<file path="config.mk">
export PLATFORM = sky130hd
export DESIGN_NAME = serial_pattern_detector
export DESIGN_NICKNAME = d
export VERILOG_FILES = /design/src/rtl/pattern_detect_pkg.sv /design/src/rtl/pattern_match_slice.sv /design/src/rtl/serial_pattern_detector.sv
export SDC_FILE = /design/constraint.sdc
export NUM_CORES = 1
export LEC_CHECK = 0
export ABC_AREA = 0
export CAP_MARGIN = 40
export CORE_MARGIN = 2
export CORE_UTILIZATION = 45
export DETAILED_ROUTE_END_ITERATION = 8
export GPL_ROUTABILITY_DRIVEN = 0
export PLACE_DENSITY = 0.81
export SLEW_MARGIN = 20
export SYNTH_ARGS = -nofsm -noshare
export SYNTH_HDL_FRONTEND = slang
export SYNTH_SLANG_ARGS = --single-unit
export TNS_END_PERCENT = 5
</file>
<file path="constraint.sdc">
create_clock -name clock -period 4.2 [get_ports clock]
set_input_delay 0.42 -clock clock [delete_from_list [all_inputs] [get_ports clock]]
set_output_delay 0.42 -clock clock [all_outputs]
set_load 0.005 [all_outputs]
</file>
<file path="src/rtl/pattern_detect_pkg.sv">
// Shared constants and types for the serial pattern detector.
// Holds the overlap mode encodings, the fill FSM states and the default pattern set.
package pattern_detect_pkg;

  localparam logic MODE_OVERLAP    = 1'b1;
  localparam logic MODE_NONOVERLAP = 1'b0;

  typedef enum logic {
    FILLING = 1'b0,
    ARMED   = 1'b1
  } fill_state_e;

  localparam int unsigned DEF_PATTERN_LEN  = 3;
  localparam int unsigned DEF_NUM_PATTERNS = 2;

  // Pattern k lives at bits [k*PATTERN_LEN +: PATTERN_LEN]: pattern0 = 111, pattern1 = 001.
  localparam logic [DEF_PATTERN_LEN*DEF_NUM_PATTERNS-1:0] DEFAULT_PATTERNS_C = {3'b001, 3'b111};

  function automatic int unsigned idx_width(input int unsigned n);
    if (n > 1) return $clog2(n);
    return 1;
  endfunction

endpackage

</file>
<file path="src/rtl/pattern_match_slice.sv">
// One pattern lane: programmable pattern register, window compare,
// registered match pulse and a saturating match counter.
module pattern_match_slice
  import pattern_detect_pkg::*;
#(
  parameter int unsigned           PATTERN_LEN   = 3,
  parameter int unsigned           COUNT_W       = 8,
  parameter logic [PATTERN_LEN-1:0] RESET_PATTERN = '0
) (
  input  logic                   clock,
  input  logic                   reset_n,
  input  logic                   clear,
  input  logic                   compare_en,
  input  logic [PATTERN_LEN-1:0] window,
  input  logic                   we,
  input  logic [PATTERN_LEN-1:0] cfg_pattern,
  output logic                   hit_c,
  output logic                   match,
  output logic [COUNT_W-1:0]     count
);

  logic [PATTERN_LEN-1:0] pattern;

  // Compare uses the register's current value, so a same-cycle write only affects later bits.
  assign hit_c = compare_en && (window == pattern);

  // Pattern register survives clear; only reset or a config write changes it.
  always_ff @(posedge clock or negedge reset_n) begin
    if (!reset_n) begin
      pattern <= RESET_PATTERN;
    end else if (we) begin
      pattern <= cfg_pattern;
    end
  end

  // Match pulse and counter; a write to this lane beats a coincident match increment.
  always_ff @(posedge clock or negedge reset_n) begin
    if (!reset_n) begin
      match <= 1'b0;
      count <= '0;
    end else if (clear) begin
      match <= 1'b0;
      count <= '0;
    end else begin
      match <= hit_c;
      if (we) begin
        count <= '0;
      end else if (hit_c && (count != {COUNT_W{1'b1}})) begin
        count <= count + COUNT_W'(1);
      end
    end
  end

endmodule

</file>
<file path="src/rtl/serial_pattern_detector.sv">
// Serial bit-pattern detector: shifts in qualified bits and flags every
// programmable pattern that the newest PATTERN_LEN-bit window matches.
module serial_pattern_detector
  import pattern_detect_pkg::*;
#(
  parameter int unsigned PATTERN_LEN  = 3,
  parameter int unsigned NUM_PATTERNS = 2,
  parameter int unsigned COUNT_W      = 8,
  parameter logic [PATTERN_LEN*NUM_PATTERNS-1:0] DEFAULT_PATTERNS =
    (PATTERN_LEN*NUM_PATTERNS)'(DEFAULT_PATTERNS_C),
  localparam int unsigned IDX_W = idx_width(NUM_PATTERNS)
) (
  input  logic                            clock,
  input  logic                            reset_n,
  input  logic                            clear,
  input  logic                            in_valid,
  input  logic                            in_bit,
  input  logic                            overlap,
  input  logic                            cfg_we,
  input  logic [IDX_W-1:0]                cfg_idx,
  input  logic [PATTERN_LEN-1:0]          cfg_pattern,
  output logic [NUM_PATTERNS-1:0]         match,
  output logic [NUM_PATTERNS*COUNT_W-1:0] match_count
);

  localparam int unsigned         FILL_W    = $clog2(PATTERN_LEN + 1);
  localparam logic [FILL_W-1:0]   FILL_LAST = FILL_W'(PATTERN_LEN - 1);

  // The incoming bit completes the window, so only the PATTERN_LEN-1 older bits are stored.
  logic [PATTERN_LEN-2:0]  history, history_next;
  logic [FILL_W-1:0]       fill, fill_next;
  fill_state_e             state, state_next;
  logic [PATTERN_LEN-1:0]  window_c;
  logic [NUM_PATTERNS-1:0] hit_c;
  logic                    accept_c;
  logic                    compare_en_c;
  logic                    restart_c;

  assign accept_c     = in_valid && !clear;
  assign window_c     = {history, in_bit};
  assign compare_en_c = accept_c && ((state == ARMED) || (fill == FILL_LAST));

  // In non-overlapping mode any lane hit restarts the fill, once regardless of hit count.
  always_comb begin
    restart_c = 1'b0;
    case (overlap)
      MODE_OVERLAP:    restart_c = 1'b0;
      MODE_NONOVERLAP: restart_c = |hit_c;
    endcase
  end

  always_ff @(posedge clock or negedge reset_n) begin
    if (!reset_n) begin
      state   <= FILLING;
      fill    <= '0;
      history <= '0;
    end else begin
      state   <= state_next;
      fill    <= fill_next;
      history <= history_next;
    end
  end

  // Fill FSM next-state and history update.
  always_comb begin
    state_next   = state;
    fill_next    = fill;
    history_next = history;
    if (clear) begin
      state_next   = FILLING;
      fill_next    = '0;
      history_next = '0;
    end else if (in_valid) begin
      if (restart_c) begin
        state_next   = FILLING;
        fill_next    = '0;
        history_next = '0;
      end else begin
        history_next = window_c[PATTERN_LEN-2:0];
        if (state == FILLING) begin
          fill_next = fill + FILL_W'(1);
          if (fill == FILL_LAST) begin
            state_next = ARMED;
          end
        end
      end
    end
  end

  for (genvar k = 0; k < NUM_PATTERNS; k++) begin : g_slice
    pattern_match_slice #(
      .PATTERN_LEN  (PATTERN_LEN),
      .COUNT_W      (COUNT_W),
      .RESET_PATTERN(DEFAULT_PATTERNS[k*PATTERN_LEN +: PATTERN_LEN])
    ) u_slice (
      .clock      (clock),
      .reset_n    (reset_n),
      .clear      (clear),
      .compare_en (compare_en_c),
      .window     (window_c),
      .we         (cfg_we && (cfg_idx == IDX_W'(k))),
      .cfg_pattern(cfg_pattern),
      .hit_c      (hit_c[k]),
      .match      (match[k]),
      .count      (match_count[k*COUNT_W +: COUNT_W])
    );
  end

endmodule

</file>
### After elaboration in Yosys (flattened, before gate mapping)

Index checks and enable logic that the tools add are counted.

* reduce and logical (&&, ||, !) cells: 15
* add/subtract/negate cells: 3
* multiplexer cells: 21
* bitwise gates (word level): 2
* equality and inequality tests: 6

Operators with widths (count)
* $mux 8: 6
* $add 8x1->8 const B: 2
* $ne 8x8->1 const B: 2
* $mux 2: 7
* $logic_and 1x1->1: 8
* $mux 1: 7
* $eq 3x3->1: 2
* $reduce_bool 3->1: 2
* $ne 3x2->1 const B: 1
* $add 2x1->2 const B: 1
* $eq 2x2->1 const B: 1
* $not 1->1: 2
* $pmux 1 s2: 1
* $reduce_and 2->1: 1
* $reduce_bool 2->1: 1
* $reduce_or 2->1: 1
* $logic_not 1->1: 1
* $logic_or 1x1->1: 1

* output and inout bits: 18
* flip-flop bits (word level): 29
* bits of input ports: 11
* logic and storage cells: 56

### Longest topological paths before layout

Gate-level depths: netlist (run 1).

* depth in word-level cells: 9
* depth in mapped cells: 7
* gate-level depth less buffers: 7

### Modules after synthesis

From an unflattened synthesis (run 1), not the netlist that was laid out.

* cell total of the unflattened synthesis: 149
* area, all modules: 1555.2 um2

By module, submodules not included
* pattern_match_slice (g_slice[1].u_slice): instances 1, cells an instance 61, area each 641.9 um2, seq. area each 301.5 um2
* pattern_match_slice (g_slice[0].u_slice): instances 1, cells an instance 60, area each 621.8 um2, seq. area each 304.0 um2
* serial_pattern_detector: instances 1, cells an instance 28, area each 291.5 um2, seq. area each 125.1 um2

### Worst setup path after synthesis (run 1)

Ideal clock, no wire load.

* path kind: input -> register
* start: input clear
* end: register g_slice[0].u_slice.count[3]
* arrival time: 1.640 ns
* setup time: 0.078 ns
* stages on the path: 7
* data required time: 4.122 ns
* setup slack: 2.483 ns
* buffers on the path: 2
* path through: buf_2 > nor2b_4 > o2111a_2 > o211ai_2 > buf_6 > or3_1 > a21oi_1

* longest elaborated chain between the ends: 6
* elaborated cells on any way between the ends: 7
* classes of those cells: mux (1); reduce/logical (6)

Ends and longest elaborated chain
* start: declaration: RTL line serial_pattern_detector.sv:15 `input logic clear,`
* $logic_not 1->1: RTL line serial_pattern_detector.sv:39 `assign accept_c = in_valid && !clear;`
* $logic_and 1x1->1: RTL line serial_pattern_detector.sv:39
* $logic_and 1x1->1: RTL line serial_pattern_detector.sv:41 `assign compare_en_c = accept_c && ((state == ARMED) || (fill == FILL_LAST));`
* $logic_and 1x1->1: RTL line pattern_match_slice.sv:25 `assign hit_c = compare_en && (window == pattern);`
* $logic_and 1x1->1: RTL line pattern_match_slice.sv:48 `end else if (hit_c && (count != {COUNT_W{1'b1}})) begin`
* $reduce_bool 3->1 (no line)
* end signal: assignment: RTL line pattern_match_slice.sv:49 `count <= count + COUNT_W'(1);`
* end: declaration: RTL line pattern_match_slice.sv:19 `output logic [COUNT_W-1:0] count`

Parallel ways exist; a longest one is shown, timed or not.
A chain may end at the register's enable or synchronous reset.

### Worst setup path in the final report (run 1)

* start: input clear
* end: register g_slice[0].u_slice.count[5]

Same word-level chain as after synthesis.

==> results of run 1 <==
==> power by group through the flow <==
stage               clock network, W  registers, W   logic, W
floorplan                          0      0.000308  0.0000383
global placement                   0      0.000310  0.0000611
detailed placement                 0      0.000311  0.0000639
CTS                         0.000205      0.000305  0.0000643
global route                0.000218      0.000308  0.0000694
finish                      0.000197      0.000305  0.0000634
==> flip-flops by register name (all words and copies together) (netlist names) <==
register	flops
history	2
fill	2
state	1
g_slice.u_slice.pattern	6
g_slice.u_slice.match	2
g_slice.u_slice.count	16
==> final cells by class <==
type,count,area share [%]
multi-input combinational,102,36.98
timing repair buffer,29,15.35
clock inverter,1,0.2670
clock buffer,7,3.471
inverter,10,2.003
tap,44,2.937
sequential,29,38.99
==> cell usage after synthesis, types with 3 or more instances <==
master / n
sky130_fd_sc_hd__a21oi_1: 15
sky130_fd_sc_hd__and3_1: 4
sky130_fd_sc_hd__dfrtp_1: 25
sky130_fd_sc_hd__dfstp_2: 4
sky130_fd_sc_hd__ha_1: 3
sky130_fd_sc_hd__inv_1: 10
sky130_fd_sc_hd__mux2_2: 6
sky130_fd_sc_hd__nand2_1: 10
sky130_fd_sc_hd__nand3_1: 9
sky130_fd_sc_hd__nand4_1: 3
sky130_fd_sc_hd__nor2_1: 6
sky130_fd_sc_hd__o21ai_0: 4
sky130_fd_sc_hd__o31ai_1: 5
sky130_fd_sc_hd__or3_1: 3
sky130_fd_sc_hd__or4_1: 5
sky130_fd_sc_hd__xnor2_1: 7
==> critical path: stages <==
cell and delay [ns]:
sky130_fd_sc_hd__clkdlybuf4s50_1 0.60, sky130_fd_sc_hd__nor2b_4 0.25, sky130_fd_sc_hd__o2111a_2 0.23, sky130_fd_sc_hd__o211ai_2 0.23, sky130_fd_sc_hd__or4_1 0.53, sky130_fd_sc_hd__a21oi_1 0.15
==> cell usage in the layout, fill, tap and decap left out, drive strengths merged <==
master         count
nor4               1
o311ai             1
buf                1
clkbuf             7
mux2               6
clkdlybuf4s50     28
nor3               2
nor2               6
xor2               2
or4                5
o21ai              4
or2                1
nand3              9
nand2             10
clkinv             1
o41ai              2
o2111a             2
o211ai             2
o31ai              5
and3               5
a21oi             15
dfrtp             25
xnor2              7
or3                3
nand4              4
nand2b             2
a32oi              2
a211oi             1
dfstp              4
inv               10
ha                 3
nor2b              2
==> kinds of logic after synthesis <==
family | Yosys count | share of synthesized area [%]
mux | 6 | 4.515
fa+ha+maj | 3 | 2.509
simple gates | 50 | 18.73
flops | 29 | 48.83
xor+xnor | 9 | 5.268
compound gates | 34 | 15.30
buf+inv | 15 | 4.849
==> worst max path at each step <==
stage | start | endpoint | slack (ns) | cells after the start
after CTS | clear | g_slice[0].u_slice.count[5]$_DFFE_PN0P_ | 2.08 | 6
after global routing | clear | g_slice[0].u_slice.count[5]$_DFFE_PN0P_ | 1.96 | 6
after detailed placement | clear | g_slice[0].u_slice.count[5]$_DFFE_PN0P_ | 1.72 | 6
after floorplan | clear | g_slice[0].u_slice.count[3]$_DFFE_PN0P_ | 2.48 | 7
final | clear | g_slice[0].u_slice.count[5]$_DFFE_PN0P_ | 2.05 | 6
after global placement | clear | g_slice[0].u_slice.count[7]$_DFFE_PN0P_ | 1.81 | 6
==> through the flow <==
step                      cell area [um2]  cells  total power (W)  util [%]
after floorplan                      1496    146        0.0003465         -
after global placement               1804    214        0.0003711     58.15
after detailed placement             1804    214        0.0003746     58.15
after CTS                            1874    222        0.0005748     60.40
after global routing                 1874    222        0.0005954     60.40
final                                1874    222        0.0005654     60.40
==> metal layers <==
metal  global-route usage [%]  share of wire [%]
met5                        0                  0
met4                    10.64                2.4
met3                    6.513                5.4
met2                    31.43                 49
met1                    23.05                 43
==> run summary, run 1 <==
The flow ran to the end, and the final reports show no timing, DRC or antenna violations. Chip height: 61.67 um. For this design the top-level I/O count stands at 29. Dividing the detail-routed wire length by the instance count gives 14.36 um. Relative to the synthesized area, the layout overhead comes to 25.25%. The number of nets handed over by synthesis was 160. The HPWL after detailed placement is 2336 um. The layout has 288 filler cells.

The detailed router finished its first iteration with 88 violations. Using the TritonRoute via totals, the vias-per-cell ratio works out to 5.586. The arrival time of data at the critical path endpoint is 2.41 ns, and the horizontal extent of the die is 61.67 um. The share of total power dissipated in the clock network is 34.8%. Summed over all nets, the switching power comes to 0.0001413 W. The run gives 3803 um2 as the area of the die. During synthesis, Yosys emitted a total of 0 warnings. The tools report the final max-slew violation count as 0. The total grt overflow came out at 0.

The share of synthesized flip-flops with an asynchronous set or reset was 100.0%. Static timing analysis puts the maximum clock frequency at 464.7 MHz. The total global routing track utilization is 19.56%. The startpoint identified for the worst register-to-register timing path is g_slice[0].u_slice.pattern[0]$_DFFE_PN1P_.

Averaged over all synthesized cells, the footprint is 10.25 um2. The number of distinct standard cells referenced by the synthesized netlist is 36. The switching share of power was 25.00%. Number of hold violations in the final report: 0.

The multi-input combinational cells in the finished layout cover a total of 693.2 um2. Number of nets at the end of the flow: 191. Endpoint required time on the critical path: 4.46 ns.

The biggest area contributor in the post-synthesis netlist is sky130_fd_sc_hd__dfrtp_1. The reg2reg setup slack is 2.30 ns. The tools report the category of the worst setup path launch point as a primary input.

The power density normalized to cell area works out to 301.6 nW/um2. The worst register-to-register path ends at g_slice[0].u_slice.count[5]$_DFFE_PN0P_. The critical path is of the primary input to register type. Sorting the synthesized cells by area gives the leading types as sky130_fd_sc_hd__dfrtp_1 (42%), sky130_fd_sc_hd__dfstp_2 (7.0%), sky130_fd_sc_hd__a21oi_1 (5.0%), sky130_fd_sc_hd__mux2_2 (4.5%), sky130_fd_sc_hd__xnor2_1 (4.1%). The deepest level of the CTS H-tree was 2; the area fraction of the dominant cell type after synthesis was 41.81%. In the final timing run, aggregate negative setup slack is 0 ns.

The initial antenna violation count is 0, and the count of max-cap constraint violations is 0. In the routed design, unresolved DRC markers number 0. The global-route wire length before repair came out at 5237 um. The number of flops mapped to enable cells by yosys is 0. For the post-CTS setup buffer count, the log shows 0. For the final-report setup violation count, the log shows 0.

Measured in cells, the most critical reg-to-reg path has a length of 5. The tools report the clock net sink count as 29. The logs give 0 for the total of cells resized after clock tree synthesis and 48.23% for the initial cell density of the core. The synthesized instance count came out at 146.

The tree is rooted in a sky130_fd_sc_hd__clkbuf_4. In the synthesized netlist the dominant register cell turns out to be sky130_fd_sc_hd__dfrtp_1. The share of total power dissipated in combinational logic is 11.2%. The run gives 1496 um2 as the synthesized cell area.

Hold is met by 0.3705 ns. The tools report the relative slew slack as 64.54%. For the pin with the worst max-slew slack, the measured transition is 0.5304 ns. Setup repair after global routing left no endpoint under its margin.

Clock-pin slew was measured on the worst setup and hold paths at 0.09 ns. Entering global routing, the biggest net connects 22 pins. Timing analysis after detailed placement gives a worst setup slack of 1.717 ns.

No sink is reached through more buffers than the 2 on the longest clock path. STA classifies the critical path endpoint as a register. Subtracting the final worst setup slack from the clock period gives 2.152 ns.

The share of the yosys chip area belonging to registers is 48.83%. Setup slack on the critical path of the routed design comes to 2.048 ns. Sequential fraction of design power: 54.0%.

TritonCTS built the clock tree. The analysis attributes to cell leakage a power of 0.7584 nW. For the final antenna diode count, the log shows 0. VDD sags by at most 0.1820 mV. The cell-internal power came out at 0.0004240 W. The register bit total from synthesis was 29. The run gives 1240 as the via total after detailed routing. Count of hold-fix buffers inserted at cts: 0. The number of clock buffers inserted by TritonCTS was 5. Clock latency on the worst-skew pair, taken at its later pin, is 0.33 ns. The class of the tightest hold or removal check is primary input to asynchronous set/reset pin.

During placement, the flow inserted port buffers numbering 28. The final antenna-violating net count came out at 0. The clock tree skew after final layout is 0.006086 ns, and the worst-path maximum fanout is 14.

Ratio of final minimum period to clock period: 51.24%. The run gives 1224 as the number of global-route vias before repair. The standard cell core area is 3103 um2. Of the cells placed in the final design, the portion with a size suffix greater than 1 is 14.61%.

The sequential cells in the finished layout cover a total of 730.7 um2. The first TritonRoute pass finished after 4 iterations. For this block, the routed nets add up to 3189 um of wire. For the row count, the log shows 20.
Power figures use the tool's default switching activity.
==> inputs of run 2 (changes only) <==
--- a/config.mk
+++ b/config.mk
@@ -11,7 +11,7 @@
 export CORE_UTILIZATION = 45
 export DETAILED_ROUTE_END_ITERATION = 8
 export GPL_ROUTABILITY_DRIVEN = 0
-export PLACE_DENSITY = 0.81
+export PLACE_DENSITY = 0.84
 export SLEW_MARGIN = 20
 export SYNTH_ARGS = -nofsm -noshare
 export SYNTH_HDL_FRONTEND = slang
==> constraint.sdc (replaced) <==
create_clock -name clock -period 1.8 [get_ports clock]
set_input_delay 0.18 -clock clock [delete_from_list [all_inputs] [get_ports clock]]
set_output_delay 0.18 -clock clock [all_outputs]
set_load 0.005 [all_outputs]
==> run 2 against run 1 <==
Effect of this change: clock-buffer cell count up 1; clock skew up 0.015 ns; sequential cell count unchanged; setup slack worse by 2.0 ns; sequential share of layout area down 2.0 points; routed wire length up 8.2%; via count up 4.1%; first-iteration DRC count down 53%; global-route usage up 1.0 points; critical path type is now register to register; critical endpoint is now g_slice[0].u_slice.count[7]$_DFFE_PN0P_; sequential power up 130%.
==> run summary, run 2 (synthesized netlist as in run 1, its figures left out) <==
The I/O pin total is 29 (unchanged), and the overall power after layout is 0.001278 W (+130%). Leading cell type in the layout, fill and taps excluded: sky130_fd_sc_hd__clkdlybuf4s50_1. The arrival time of data at the critical path endpoint is 1.99 ns (-0.42 ns), and the chip height is 61.67 um (unchanged). The count of max-cap constraint violations was 0 (unchanged).

The run gives 3452 um (+8.2%) as the routed wire length. The initial cell density of the core is 48.23% (unchanged). The routed length per instance came out at 14.94 um (+4.0%). The logs give 2.07 ns (-2.39 ns) for the endpoint required time on the critical path and 3803 um2 (unchanged) for the area of the die. The run gives 0 (unchanged) as the total grt overflow.

STA classifies the critical path endpoint as a register. In this run the clock root is driven by a sky130_fd_sc_hd__clkbuf_4. Worst-path maximum fanout: 9 (-5).

The largest registers in the layout are g_slice.u_slice.count x16, g_slice.u_slice.pattern x6. Pin count of the biggest net entering global routing: 30 (+36%). Shortest clock period the worst path allows after layout: 1.723 ns. The tools report the worst voltage drop across the vdd grid as 0.6262 mV (+240%). The final-report setup violation count is 0 (unchanged). The slew of the pin with the lowest slew margin was 0.3748 ns (-0.1556 ns).

The startpoint of the lowest-slack register-to-register path is g_slice[0].u_slice.pattern[0]$_DFFE_PN1P_. The tools report the number of global-route vias before repair as 1358 (+11%). The ratio of final minimum period to clock period came out at 95.72%. For the initial detailed-routing violation count, the log shows 41 (-53%). The proportion of layout cells with a drive suffix above 1 was 21.39% (+6.8 points). The number of DRC violations after detailed routing came out at 0 (unchanged). The run gives 1974 um2 (+5.3%) as the final cell area excluding filler cells. The via total after detailed routing came out at 1291 (+4.1%). Power density normalized to cell area: 647.4 nW/um2 (+110%).

The logs give 0.7937 nW (+4.7%) for the leakage power of the design and 0 (unchanged) for the number of hold violations in the final report. Relative slew slack: 74.83% (+10 points). The deepest level of the CTS H-tree was 2 (unchanged). The library cells used most frequently in the layout, excluding fill and tap cells, are sky130_fd_sc_hd__clkdlybuf4s50_1 (28), sky130_fd_sc_hd__dfrtp_1 (25), sky130_fd_sc_hd__a21oi_1 (13). Clock tree skew after final layout: 0.02088 ns (+0.01479 ns). For the final max-slew violation count, the log shows 0 (unchanged). By startpoint and endpoint, the worst setup path is classified as register to register. The vias per cell is 5.589 (about the same).

Compared with the post-synthesis result, the final layout area differs by 31.94%. The tightest min-delay check is of the primary input to asynchronous set/reset pin type. The clock tree buffer depth is 2 (unchanged). Timing would allow up to 580.4 MHz. The setup slack of the critical path after layout was 0.07710 ns (-1.971 ns); the flip-flop count of the largest register after layout was 16 (unchanged). The worst setup path is launched from a register.

The length of the first detailed-routing pass in iterations is 4 (unchanged). The total global routing track utilization was 20.61% (+1.0 points); the final antenna diode count was 0 (unchanged). The global-route wire length before repair was 5651 um (+7.9%); the standard cell core area was 3103 um2 (unchanged). Row count: 20 (unchanged).

In this run the worst setup path begins at g_slice[0].u_slice.pattern[0]$_DFFE_PN1P_. The clock net sink count came out at 29 (unchanged). The number of clock buffers inserted by TritonCTS was 5 (unchanged).

The post-detailed-placement cell area is 1864 um2 (+3.3%). The clock insertion delay at the later pin of the skew report is 0.33 ns (about the same), and the horizontal extent of the die is 61.67 um (unchanged). For the number of nets at the end of the flow, the log shows 200 (+4.7%). Setup repair after global routing could not meet its margin everywhere. g_slice.u_slice.count holds more flip-flops than any other register.

The final antenna-violating net count was 0 (unchanged); the clock transition time at the flip-flop clock pins of the worst setup and hold paths was 0.11 ns (+0.02 ns). TritonCTS built the clock tree. The HPWL after detailed placement was 2564 um (+9.8%); the quantity of I/O buffers inserted on ports was 28 (unchanged).

The tools report the post-placement worst setup slack as -0.2439 ns (-1.961 ns). Initial antenna violation count: 0 (unchanged). The run finished with clean final reports.
==> run 2: report_power, final <==
part | switching [W] | internal [W]
clock | 0.000216 | 0.000192
combinational | 0.0000772 | 0.0000801
sequential | 0.0000229 | 0.000690
total | 0.000316 | 0.000962
==> run 2: through the flow <==
step,util [%],TNS (ns),hold slack (ns),std cells
after CTS,61.98,0,0.2216,230
after global routing,63.63,-0.0005356,0.2310,231
after floorplan,-,0,-0.1156,146
after global placement,60.08,-0.6614,0.5050,222
after detailed placement,60.08,-1.409,0.5091,222
final,63.63,0,0.2165,231
==> run 2: area by class of cell <==
class | instances | area [um2]
fill | 303 | 1129
multi-input combinational | 102 | 737.0
sequential | 29 | 730.7
timing repair buffer | 38 | 355.3
clock buffer | 8 | 58.81
tap | 44 | 55.05
inverter | 10 | 37.54
==> run 2: worst max-delay path, stage by stage (launching register included) <==
cell and delay, ns:
sky130_fd_sc_hd__dfstp_2 0.54, sky130_fd_sc_hd__xnor2_1 0.12, sky130_fd_sc_hd__o2111a_2 0.26, sky130_fd_sc_hd__o211ai_4 0.11
sky130_fd_sc_hd__or4_1 0.49, sky130_fd_sc_hd__a21oi_1 0.16
==> run 2: what timing repair did <==
item | in CTS | in global routing
setup buffers | 0 | 1
endpoints found under the setup margin | 0 | 12
hold buffers | 0 | 0
gates resized for setup | 0 | 9
==> run 2: worst paths after layout <==
check	endpoint	slack [ns]	cells past startpoint
min in group clock	g_slice[1].u_slice.pattern[0]$_DFFE_PN1P_	0.51	2
max in group asynchronous	g_slice[0].u_slice.pattern[0]$_DFFE_PN1P_	1.25	2
max reg2reg	g_slice[0].u_slice.count[7]$_DFFE_PN0P_	0.08	5
min reg2reg	g_slice[1].u_slice.pattern[2]$_DFFE_PN0P_	0.54	1
max	g_slice[0].u_slice.count[7]$_DFFE_PN0P_	0.08	5
min	g_slice[0].u_slice.count[3]$_DFFE_PN0P_	0.22	2
==> run 2: routing by layer <==
layer  GRT usage [%]  vias up  wire [um]
li1                -      616          -
met1           22.00      624       1426
met2           37.44       44       1790
met3           5.882        7        169
met4           9.119        0         65
met5               0        -          0
==> inputs of run 3 (changes only) <==
--- a/config.mk
+++ b/config.mk
@@ -11,9 +11,8 @@
 export CORE_UTILIZATION = 45
 export DETAILED_ROUTE_END_ITERATION = 8
 export GPL_ROUTABILITY_DRIVEN = 0
-export PLACE_DENSITY = 0.84
+export PLACE_DENSITY = 0.81
 export SLEW_MARGIN = 20
 export SYNTH_ARGS = -nofsm -noshare
 export SYNTH_HDL_FRONTEND = slang
 export SYNTH_SLANG_ARGS = --single-unit
-export TNS_END_PERCENT = 5
==> constraint.sdc (replaced) <==
create_clock -name clock -period 1.61 [get_ports clock]
set_input_delay 0.161 -clock clock [delete_from_list [all_inputs] [get_ports clock]]
set_output_delay 0.161 -clock clock [all_outputs]
set_load 0.005 [all_outputs]
==> run 3 against run 2 <==
Effect of this change: core utilization grew 8.0 points; setup slack worse by 0.21 ns; largest cell class unchanged; global-route usage is 0.91 points higher; highest routed layer unchanged; the flow now finishes with violations (setup timing).
==> run summary, run 3 (synthesized netlist as in run 1, its figures left out) <==
The count of hold-fix buffers inserted at cts is 0 (unchanged). g_slice.u_slice.count holds more flip-flops than any other register. Clock transition time at the flip-flop clock pins of the worst setup and hold paths: 0.09 ns (-0.02 ns).

The final reports fail on setup timing. TritonCTS built the clock tree. The endpoint required time on the critical path is 1.83 ns (-0.24 ns).

The initial antenna violation count came out at 0 (unchanged). The post-placement worst setup slack was -0.4307 ns (-0.1868 ns). The slew of the pin with the lowest slew margin works out to 0.3662 ns (-0.008649 ns). The logic depth of the worst register-to-register path is 6 (+1), and the clock insertion delay at the later pin of the skew report is 0.34 ns (about the same). Maximum clock frequency: 574.5 MHz (-1.0%). The worst register-to-register path ends at g_slice[1].u_slice.count[5]$_DFFE_PN0P_. The logs give 0.4750 mV (-24%) for the worst voltage drop across the vdd grid and 53 (+29%) for the initial detailed-routing violation count. The final max-slew violation count is 0 (unchanged), and the chip height is 61.67 um (unchanged).

The HPWL after detailed placement is 2616 um (+2.0%). The total of fill cells in the finished design came out at 242 (-20%). The worst setup path is of the register to register kind. The cell-internal power was 0.001083 W (+13%). The leakage power of the design is 0.9063 nW (+14%), and the flip-flop count of the largest register after layout is 16 (unchanged). In the final layout, the registers with the most flip-flops are g_slice.u_slice.count x16, g_slice.u_slice.pattern x6.

The run gives 2 (unchanged) as the clock tree buffer depth. The switching share of power is 26.22% (+1.5 points), and the number of global-route vias before repair is 1389 (+2.3%). Clock net sink count: 29 (unchanged). The run finished, with violations left. For the via total after detailed routing, the log shows 1381 (+7.0%). The run gives 14.2% (+1.9 points) as the combinational share of power.

The routed wire length was 3844 um (+11%); the quantity of I/O buffers inserted on ports was 28 (unchanged). The total grt overflow is 0 (unchanged), and the clock tree skew after final layout is 0.01216 ns (-0.008719 ns). The vias per cell was 5.637 (+0.86%).

Startpoint of the lowest-slack register-to-register path: g_slice[1].u_slice.pattern[0]$_DFFE_PN1P_. The logs give 0 (unchanged) for the count of max-cap constraint violations and 75.47% (+0.64 points) for the relative slew slack. The number of clock buffers inserted by TritonCTS is 5 (unchanged), and the worst-path maximum fanout is 3 (-6). For the sequential fraction of design power, the log shows 54.5% (-1.2 points). The row count was 20 (unchanged). The tools report the category of the worst setup path launch point as a register.

The total global routing track utilization is 21.52% (+0.91 points). Number of nets at the end of the flow: 215 (+7.5%). Setup slack of the critical path after layout: -0.1305 ns (-0.2076 ns). The tools report the final antenna diode count as 0 (unchanged).

Initial cell density of the core: 48.23% (unchanged). The power density normalized to cell area came out at 660.0 nW/um2 (+1.9%). For the power share of the clock group, the log shows 31.3% (-0.7 points).

The proportion of layout cells with a drive suffix above 1 works out to 37.31% (+16 points). The tools report the arrival time of data at the critical path endpoint as 1.96 ns (-0.03 ns). Routed length per instance: 15.69 um (+5.0%). The library cells used most frequently in the layout, excluding fill and tap cells, are sky130_fd_sc_hd__clkdlybuf4s50_1 (27), sky130_fd_sc_hd__dfrtp_1 (23), sky130_fd_sc_hd__buf_4 (22). Horizontal extent of the die: 61.67 um (unchanged).

The global-route wire length before repair came out at 5913 um (+4.6%). The logs give -0.13 ns (-0.21 ns) for the reg2reg setup slack and 29 (unchanged) for the I/O pin total. The tools report the cell at the root of the clock tree as sky130_fd_sc_hd__clkbuf_4. Leading cell type in the layout, fill and taps excluded: sky130_fd_sc_hd__clkdlybuf4s50_1. Switching power: 0.0003848 W (+22%). Class of the tightest hold or removal check: primary input to asynchronous set/reset pin.

The utilization of the core after routing was 71.65% (+8.0 points); the deepest level of the CTS H-tree was 2 (unchanged). The area of the die is 3803 um2 (unchanged). The tools report the final antenna-violating net count as 0 (unchanged). The tools report the pin count of the biggest net entering global routing as 30 (unchanged).

The length of the first detailed-routing pass in iterations is 4 (unchanged). The number of DRC violations after detailed routing was 0 (unchanged). The number of hold violations in the final report was 0 (unchanged). The ratio of final minimum period to clock period works out to 108.1% (+12 points). The critical path endpoint category is a register.

The shortest clock period the worst path allows after layout was 1.741 ns (+0.01763 ns). Relative to the synthesized area, the layout overhead comes to 48.58%. The final-report setup violation count was 9 (+9); the standard cell core area was 3103 um2 (unchanged).

Setup repair after global routing could not meet its margin everywhere.
## run 3: cell types whose count changed in the layout (fill, tap and decap cells not counted), moves of 2 or more
cell	previous run	this run
sky130_fd_sc_hd__buf_6	0	2
sky130_fd_sc_hd__dfrtp_1	25	23
sky130_fd_sc_hd__xnor2_2	0	3
sky130_fd_sc_hd__a21oi_2	2	6
sky130_fd_sc_hd__or4_1	4	2
sky130_fd_sc_hd__dfrtp_2	0	2
sky130_fd_sc_hd__a21oi_1	13	9
sky130_fd_sc_hd__or4_4	1	3
sky130_fd_sc_hd__xnor2_1	7	4
sky130_fd_sc_hd__nand3_1	9	7
sky130_fd_sc_hd__buf_4	10	22
## run 3: worst max-delay path by stage
| stage | startpoint | end | slack [ns] |
|---|---|---|---|
| finish | g_slice[1].u_slice.pattern[0]$_DFFE_PN1P_ | g_slice[1].u_slice.count[5]$_DFFE_PN0P_ | -0.13 |
| global route | g_slice[1].u_slice.pattern[0]$_DFFE_PN1P_ | g_slice[1].u_slice.count[5]$_DFFE_PN0P_ | -0.20 |
| CTS | g_slice[0].u_slice.pattern[0]$_DFFE_PN1P_ | g_slice[0].u_slice.count[5]$_DFFE_PN0P_ | -0.13 |
| detailed placement | in_bit | g_slice[0].u_slice.count[5]$_DFFE_PN0P_ | -0.43 |
| global placement | in_bit | g_slice[0].u_slice.count[7]$_DFFE_PN0P_ | -0.33 |
| floorplan | g_slice[0].u_slice.pattern[0]$_DFFE_PN1P_ | g_slice[0].u_slice.count[3]$_DFFE_PN0P_ | 0.005 |
## run 3: final cells by class
class                           count  area [um2]  share of cell area (%)
Sequential cell                    29       733.2                   32.98
Multi-Input combinational cell    103       869.6                   39.11
Timing Repair Buffer               52       470.5                   21.16
Clock buffer                        7       55.05                   2.476
Tap cell                           44       55.05                   2.476
Inverter                           10       40.04                   1.801
## run 3: worst max-delay path, stage by stage, from the launching register on
cell and delay, ns:
sky130_fd_sc_hd__dfstp_2 0.54, sky130_fd_sc_hd__xnor2_1 0.12, sky130_fd_sc_hd__o2111a_2 0.27, sky130_fd_sc_hd__nand4_4 0.16, sky130_fd_sc_hd__buf_6 0.18, sky130_fd_sc_hd__o31ai_1 0.28, sky130_fd_sc_hd__a21oi_2 0.08
## run 3: layer usage
metal  vias up  global-route usage (%)  wire length (um)
li1        648                       -                 -
met1       686                   26.41              1603
met2        43                   35.64              1985
met3         4                   5.882               219
met4         0                   9.119                36
met5         -                       0                 0
## run 3: per-stage QoR
step	hold slack (ns)	total power (W)	cells	setup TNS, ns	instance area [um2]
6_report	0.2025	0.001467	245	-0.6484	2223
3_5_place_dp	0.5010	0.0009878	232	-4.684	1944
3_3_place_gp	0.5073	0.0009796	232	-3.193	1944
5_1_grt	0.2382	0.001524	245	-1.855	2223
2_1_floorplan	-0.1346	0.0009040	146	0	1501
4_1_cts	0.2182	0.001448	240	-0.5688	2046
## run 3: timing repair
item                                    CTS  global route
buffers inserted                          1             4
gates resized for setup                   8            30
endpoints found under the setup margin    9            19
gates cloned                              0             1
pin swaps                                 1            10
## run 3: power groups by stage
stage               clock network [W]  logic (W)  registers (W)
floorplan                           0  0.0000999       0.000804
global placement                    0   0.000172       0.000808
detailed placement                  0   0.000178       0.000809
CTS                          0.000466   0.000187       0.000795
global route                 0.000492   0.000229       0.000803
finish                       0.000459   0.000209       0.000799
